--- config.mk ---
export PLATFORM = sky130hd
export DESIGN_NAME = prio_req_encoder_flat
export DESIGN_NICKNAME = d
export VERILOG_FILES = /design/src/rtl/prio_req_encoder_pkg.sv /design/src/rtl/prio_req_encoder_if.sv /design/src/rtl/prio_req_encoder_select.sv /design/src/rtl/prio_req_encoder.sv /design/src/flat_wrapper.sv
export SDC_FILE = /design/constraint.sdc
export NUM_CORES = 1
export LEC_CHECK = 0
export ABC_AREA = 1
export CORE_MARGIN = 3
export CORE_UTILIZATION = 42
export CTS_BUF_LIST = sky130_fd_sc_hd__clkbuf_4 sky130_fd_sc_hd__clkbuf_8 sky130_fd_sc_hd__clkbuf_16
export CTS_CLUSTER_SIZE = 28
export DETAILED_ROUTE_END_ITERATION = 10
export PLACE_DENSITY = 0.77
export SYNTH_ARGS = -nofsm -noshare
export SYNTH_HDL_FRONTEND = slang
export SYNTH_SLANG_ARGS = --single-unit
--- constraint.sdc ---
create_clock -name iClk -period 1.6 [get_ports iClk]
set_clock_uncertainty 0.15 [all_clocks]
set_input_delay 0.32 -clock iClk [delete_from_list [all_inputs] [get_ports iClk]]
set_output_delay 0.32 -clock iClk [all_outputs]
set_load 0.02 [all_outputs]
--- src/rtl/prio_req_encoder_pkg.sv ---
// Shared constants and helpers for the priority request encoder.
// Holds the mode selectors, the index-width function and the one-hot helper.
package prio_enc_pkg;

  localparam int MODE_FIXED = 0;
  localparam int MODE_RR    = 1;

  // Ceiling log2. The caller applies the minimum width of 1.
  function automatic int clog2(input int value);
    int r;
    r = 0;
    while ((1 << r) < value) r++;
    return r;
  endfunction

  function automatic logic [63:0] onehot(input int idx, input int n);
    logic [63:0] v;
    v = '0;
    if (idx >= 0 && idx < n && idx < 64) v[idx] = 1'b1;
    return v;
  endfunction

endpackage

--- src/rtl/prio_req_encoder_if.sv ---
// Request/grant bundle between the request sources, the encoder and the consumer.
// Handshake: a grant (oIdx) is offered while oValid=1 and is consumed on an edge where iAck=1.
interface prio_req_encoder_if #(
  parameter int N = 8
) ();
  import prio_enc_pkg::*;

  localparam int W = (clog2(N) < 1) ? 1 : clog2(N);

  logic [N-1:0] iData;
  logic         iEI;
  logic         iAck;
  logic         oValid;
  logic [W-1:0] oIdx;
  logic         oEO;

  modport master (
    output iData, iEI, iAck,
    input  oValid, oIdx, oEO
  );

  modport slave (
    input  iData, iEI, iAck,
    output oValid, oIdx, oEO
  );
endinterface

--- src/rtl/prio_req_encoder_select.sv ---
// Combinational masked search: first set bit of cand scanning downward from start-1,
// wrapping from 0 to N-1. A start of 0 therefore means plain highest-index-wins.
module prio_select #(
  parameter int N = 8,
  parameter int W = 3
) (
  input  logic [N-1:0] cand,
  input  logic [W-1:0] start,
  output logic [W-1:0] idx,
  output logic         found
);

  always_comb begin
    idx   = '0;
    found = 1'b0;
    // Position k of the scan is (start - 1 - k) mod N, kept non-negative by adding N.
    for (int k = 0; k < N; k++) begin
      if (!found && cand[(int'(start) + N - 1 - k) % N]) begin
        idx   = W'((int'(start) + N - 1 - k) % N);
        found = 1'b1;
      end
    end
  end

endmodule

--- src/rtl/prio_req_encoder.sv ---
// Registered N-channel priority request encoder with sticky pending latches,
// optional round-robin selection and a hold-until-acknowledged grant output.
module prio_req_encoder
  import prio_enc_pkg::*;
#(
  parameter int N    = 8,
  parameter int MODE = MODE_FIXED
) (
  input  logic               iClk,
  input  logic               iRst_n,
  prio_req_encoder_if.slave  bus
);

  localparam int W = (clog2(N) < 1) ? 1 : clog2(N);

  logic [N-1:0] pend_q, pend_d;
  logic         valid_q, valid_d;
  logic [W-1:0] idx_q, idx_d;
  logic [W-1:0] ptr_q, ptr_d;

  logic [N-1:0] ack_mask;
  logic [N-1:0] cand;
  logic         load;
  logic [W-1:0] sel_idx;
  logic         sel_found;
  logic [W-1:0] sel_start;

  // A low request line sets its pending bit even on the edge that acks it.
  always_comb begin
    ack_mask = (valid_q && bus.iAck) ? N'(onehot(int'(idx_q), N)) : '0;
    cand     = (pend_q & ~ack_mask) | ~bus.iData;
    load     = !valid_q || bus.iAck;
  end

  assign sel_start = (MODE == MODE_RR) ? ptr_q : '0;

  prio_select #(
    .N (N),
    .W (W)
  ) u_select (
    .cand  (cand),
    .start (sel_start),
    .idx   (sel_idx),
    .found (sel_found)
  );

  // A live grant is never replaced until acked, whatever iEI or new requests do.
  always_comb begin
    pend_d  = cand;
    valid_d = valid_q;
    idx_d   = idx_q;
    ptr_d   = ptr_q;
    if (load) begin
      if (!bus.iEI && sel_found) begin
        valid_d = 1'b1;
        idx_d   = sel_idx;
        if (MODE == MODE_RR) ptr_d = sel_idx;
      end else begin
        valid_d = 1'b0;
      end
    end
  end

  always_ff @(posedge iClk or negedge iRst_n) begin
    if (!iRst_n) begin
      pend_q  <= '0;
      valid_q <= 1'b0;
      idx_q   <= '0;
      ptr_q   <= '0;
    end else begin
      pend_q  <= pend_d;
      valid_q <= valid_d;
      idx_q   <= idx_d;
      ptr_q   <= ptr_d;
    end
  end

  assign bus.oValid = valid_q;
  assign bus.oIdx   = idx_q;
  assign bus.oEO    = ~(~bus.iEI & (pend_q == '0) & ~valid_q);

endmodule
--- src/flat_wrapper.sv ---
// flat-port wrapper written by rule: the top's interface ports become plain ports
module prio_req_encoder_flat import prio_enc_pkg::*;
#(
  parameter int N    = 8,
  parameter int MODE = MODE_FIXED
)
  (iClk, iRst_n, bus_iData, bus_iEI, bus_iAck, bus_oValid, bus_oIdx, bus_oEO);
  prio_req_encoder_if #(.N(N)) bus_i ();
  input  logic iClk;
  input  logic iRst_n;
  input wire logic [$bits(bus_i.iData)-1:0] bus_iData;
  input wire logic [$bits(bus_i.iEI)-1:0] bus_iEI;
  input wire logic [$bits(bus_i.iAck)-1:0] bus_iAck;
  output wire logic [$bits(bus_i.oValid)-1:0] bus_oValid;
  output wire logic [$bits(bus_i.oIdx)-1:0] bus_oIdx;
  output wire logic [$bits(bus_i.oEO)-1:0] bus_oEO;
  assign bus_i.iData = bus_iData;
  assign bus_i.iEI = bus_iEI;
  assign bus_i.iAck = bus_iAck;
  assign bus_oValid = bus_i.oValid;
  assign bus_oIdx = bus_i.oIdx;
  assign bus_oEO = bus_i.oEO;
  prio_req_encoder #(.N(N), .MODE(MODE)) u_core (.iClk(iClk), .iRst_n(iRst_n), .bus(bus_i));
endmodule
==> out/metrics.yaml <==
yosys:
  synth_area_um2: 684
  ys_seq_area_share_pct: 43.9
  yosysTopAreaCell: "dfrtp_1"
  synthDistinctLibCells: 20
  synth-warning-count: 0
  synthTopCellsByArea: "dfrtp_1 (44%), nand2_1 (14%), nor2_8 (5.9%)"
  synth_nets: 91
  ys_ff_latch: 12
  synth_cells: 79
  syn_avg_cell_area_um2: 8.66
  netlist.area_leader.share_pct: 43.9
floorplan:
  die_w_um: 46.4
  start_util_pct: 48.4
  core_um2: 1420
  die_area_um2: 2150
  io_pins: 17
  num_rows: 13
  die_h_um: 46.4
global_route:
  grt_pass1_vias: 670
  grt_antenna_before_repair: 0
  grt_max_degree: 13
  grt_pass1_wl_um: 2980
  grt_overflow: 0
  grt_use_total_pct: 19.5
cts:
  path_clk_slew_ps: 80
  htreeDepth: 1
  cts_tree: "done"
  clock_sinks: 12
  cts_buffers: 3
  clockRootBuffer: "clkbuf_4"
  max-clock-path-buffers: 2
  clock_latency_ps: 260
layout:
  antenna_cells: 0
  synthToLayoutAreaGrowth_pct: 53.6
  finalInstanceArea_um2: 1050
  instances_no_fill: 128
  nNetsFinal: 126
  drive_gt1_share_pct: 40.7
setup_path:
  reg2reg_slack_ps: -180
  cp-start-kind: "flip-flop"
  r2r_end: "u_core.bus.oIdx[2]$_DFFE_PN0P_"
  ff2ff_path_depth: 12
  critPathLaunch: "u_core.bus.oValid$_DFFE_PN0P_"
  worstPathRequired_ps: 1610
  critical_path_class: "reg -> reg"
  cp_max_fo: 4
  endpoint_kind: "flip-flop"
  worst_ep_arrival_time_ps: 1790
  r2r_start: "u_core.bus.oValid$_DFFE_PN0P_"
detailed_routing:
  totalWireLength_um: 1710
  drt_iter0_markers: 8
  drc: 0
  num_vias: 663
  drtPass1Iterations: 4
  drt.antenna.violating_nets: 0
  viasPerCell: 5.18
  wl_per_cell_um: 13.3
timing:
  period_minus_slack_ps: 1780
  fin_crit_sh_pct: 111
  rsz0062_at_grt: "yes"
  finalMaxSlewViolations: 0
  clock.fmax_mhz: 562
  finalHoldViolations: 0
  setup_viol: 5
  setup_slack_ps: -181
  slew_headroom_pct: 83.8
  tightestPinTransition_ps: 242
power_and_ir_drop:
  irDropWorstVdd_v: 0.000506
  p_leak_nw: 0.565
  p_per_area_nw_per_um2: 742
placed_design:
  hpwl_um: 1310
  placed_cell_area_um2: 943
  gp_congestion: 0.803
  dp.cells: 120
  io_buffers: 16
outcome:
  violations: "setup timing"
  status: "finished with violations"
min_path:
  min_path_type: "in -> async"
run:
  cap_violations: 0
-- per-layer routing --
metal / GRT usage [%] / share of wire [%] / vias to the layer above / wire (µm)
met2: 34.1 / 51 / 18 / 870
met5: 0 / 0 / - / 0
met3: 0 / 3.6 / 4 / 61
met1: 25.7 / 43 / 318 / 732
met4: 6.82 / 2.6 / 0 / 44
li1: - / - / 323 / -
-- worst max-delay path by stage --
stage                                                 to  slack [ps]
after floorplan           u_core.bus.oIdx[0]$_DFFE_PN0P_         -20
after detailed placement  u_core.bus.oIdx[2]$_DFFE_PN0P_        -630
final                     u_core.bus.oIdx[2]$_DFFE_PN0P_        -180
after CTS                 u_core.bus.oIdx[0]$_DFFE_PN0P_        -180
after global placement    u_core.bus.oIdx[0]$_DFFE_PN0P_        -560
after global routing      u_core.bus.oIdx[0]$_DFFE_PN0P_        -370
-- final cells by class --
| class | instances | area, µm² |
|---|---|---|
| Inverter | 10 | 37.5 |
| Clock buffer | 4 | 30.0 |
| Timing Repair Buffer | 30 | 256 |
| Fill cell | 108 | 364 |
| Multi-Input combinational cell | 57 | 403 |
| Sequential cell | 12 | 305 |
| Tap cell | 15 | 18.8 |
-- Yosys cell counts (all sizes together) --
master	number
nand2	32
dfrtp	12
inv	10
nor2	8
nand3	5
nand4	4
nor4	2
o31ai	2
a21boi	1
a21oi	1
o21ai	1
o21bai	1
-- kinds of logic (layout without fill, tap and decap cells) --
| family | after synthesis | after routing | share of synthesized area, % |
|---|---|---|---|
| AOI/OAI and AO/OA | 6 | 6 | 6.40 |
| buffers and inverters | 10 | 44 | 5.48 |
| and+or+nand+nor | 51 | 51 | 44.2 |
| DFF | 12 | 12 | 43.9 |
-- sequential cells by signal (all words and copies together) (netlist names) --
signal and cells:
u_core.pend_q 8, u_core.bus.oIdx 3, u_core.bus.oValid 1
-- power breakdown --
| group | leakage (nW) | total, W | internal (W) | switching (W) |
|---|---|---|---|---|
| sequential | 0.113 | 0.000353 | 0.000327 | 0.0000260 |
| combinational | 0.434 | 0.000218 | 0.0000995 | 0.000118 |
| clock | 0.0184 | 0.000209 | 0.000113 | 0.0000956 |
-- worst max-delay path: stages, from the launching register on --
cell	delay, ps
dfrtp_2	370
buf_6	120
nand2_4	60
nor2_4	120
nand2_1	70
nand2_1	80
nand2_2	70
nor2_4	160
nand2_4	80
buf_4	140
buf_4	120
nand4_1	80
nand2_1	60
-- per-stage QoR --
step	hold WS [ps]	util (%)	power (W)	worst slack [ps]	TNS (ps)
4_1_cts	204	72.9	0.000781	-177	-773
3_3_place_gp	341	66.7	0.000548	-564	-2890
6_report	199	74.3	0.000779	-181	-773
5_1_grt	204	74.3	0.000823	-375	-1580
2_1_floorplan	-126	-	0.000442	-20.7	-64.9
3_5_place_dp	360	66.7	0.000554	-629	-3400
-- placed cells by master, fill, tap and decap left out, types with 2 or more instances in the layout --
cell type,count
nand4_1,3
nand2_4,2
dfrtp_1,8
inv_2,2
nor2_8,2
clkbuf_4,4
inv_1,8
nand3_1,3
nand3_4,2
o31ai_1,2
nor2_4,2
buf_6,2
nand2_2,6
clkdlybuf4s50_1,9
nor2_1,4
buf_4,13
dfrtp_2,4
buf_2,3
nand2_1,24
-- what timing repair did --
item | in CTS | in global routing
pin swaps | 1 | 5
hold buffers | 0 | 0
setup buffers | 2 | 2
setup endpoints to repair | 9 | 8
gates resized for setup | 26 | 6
Power figures use the tool's default switching activity.
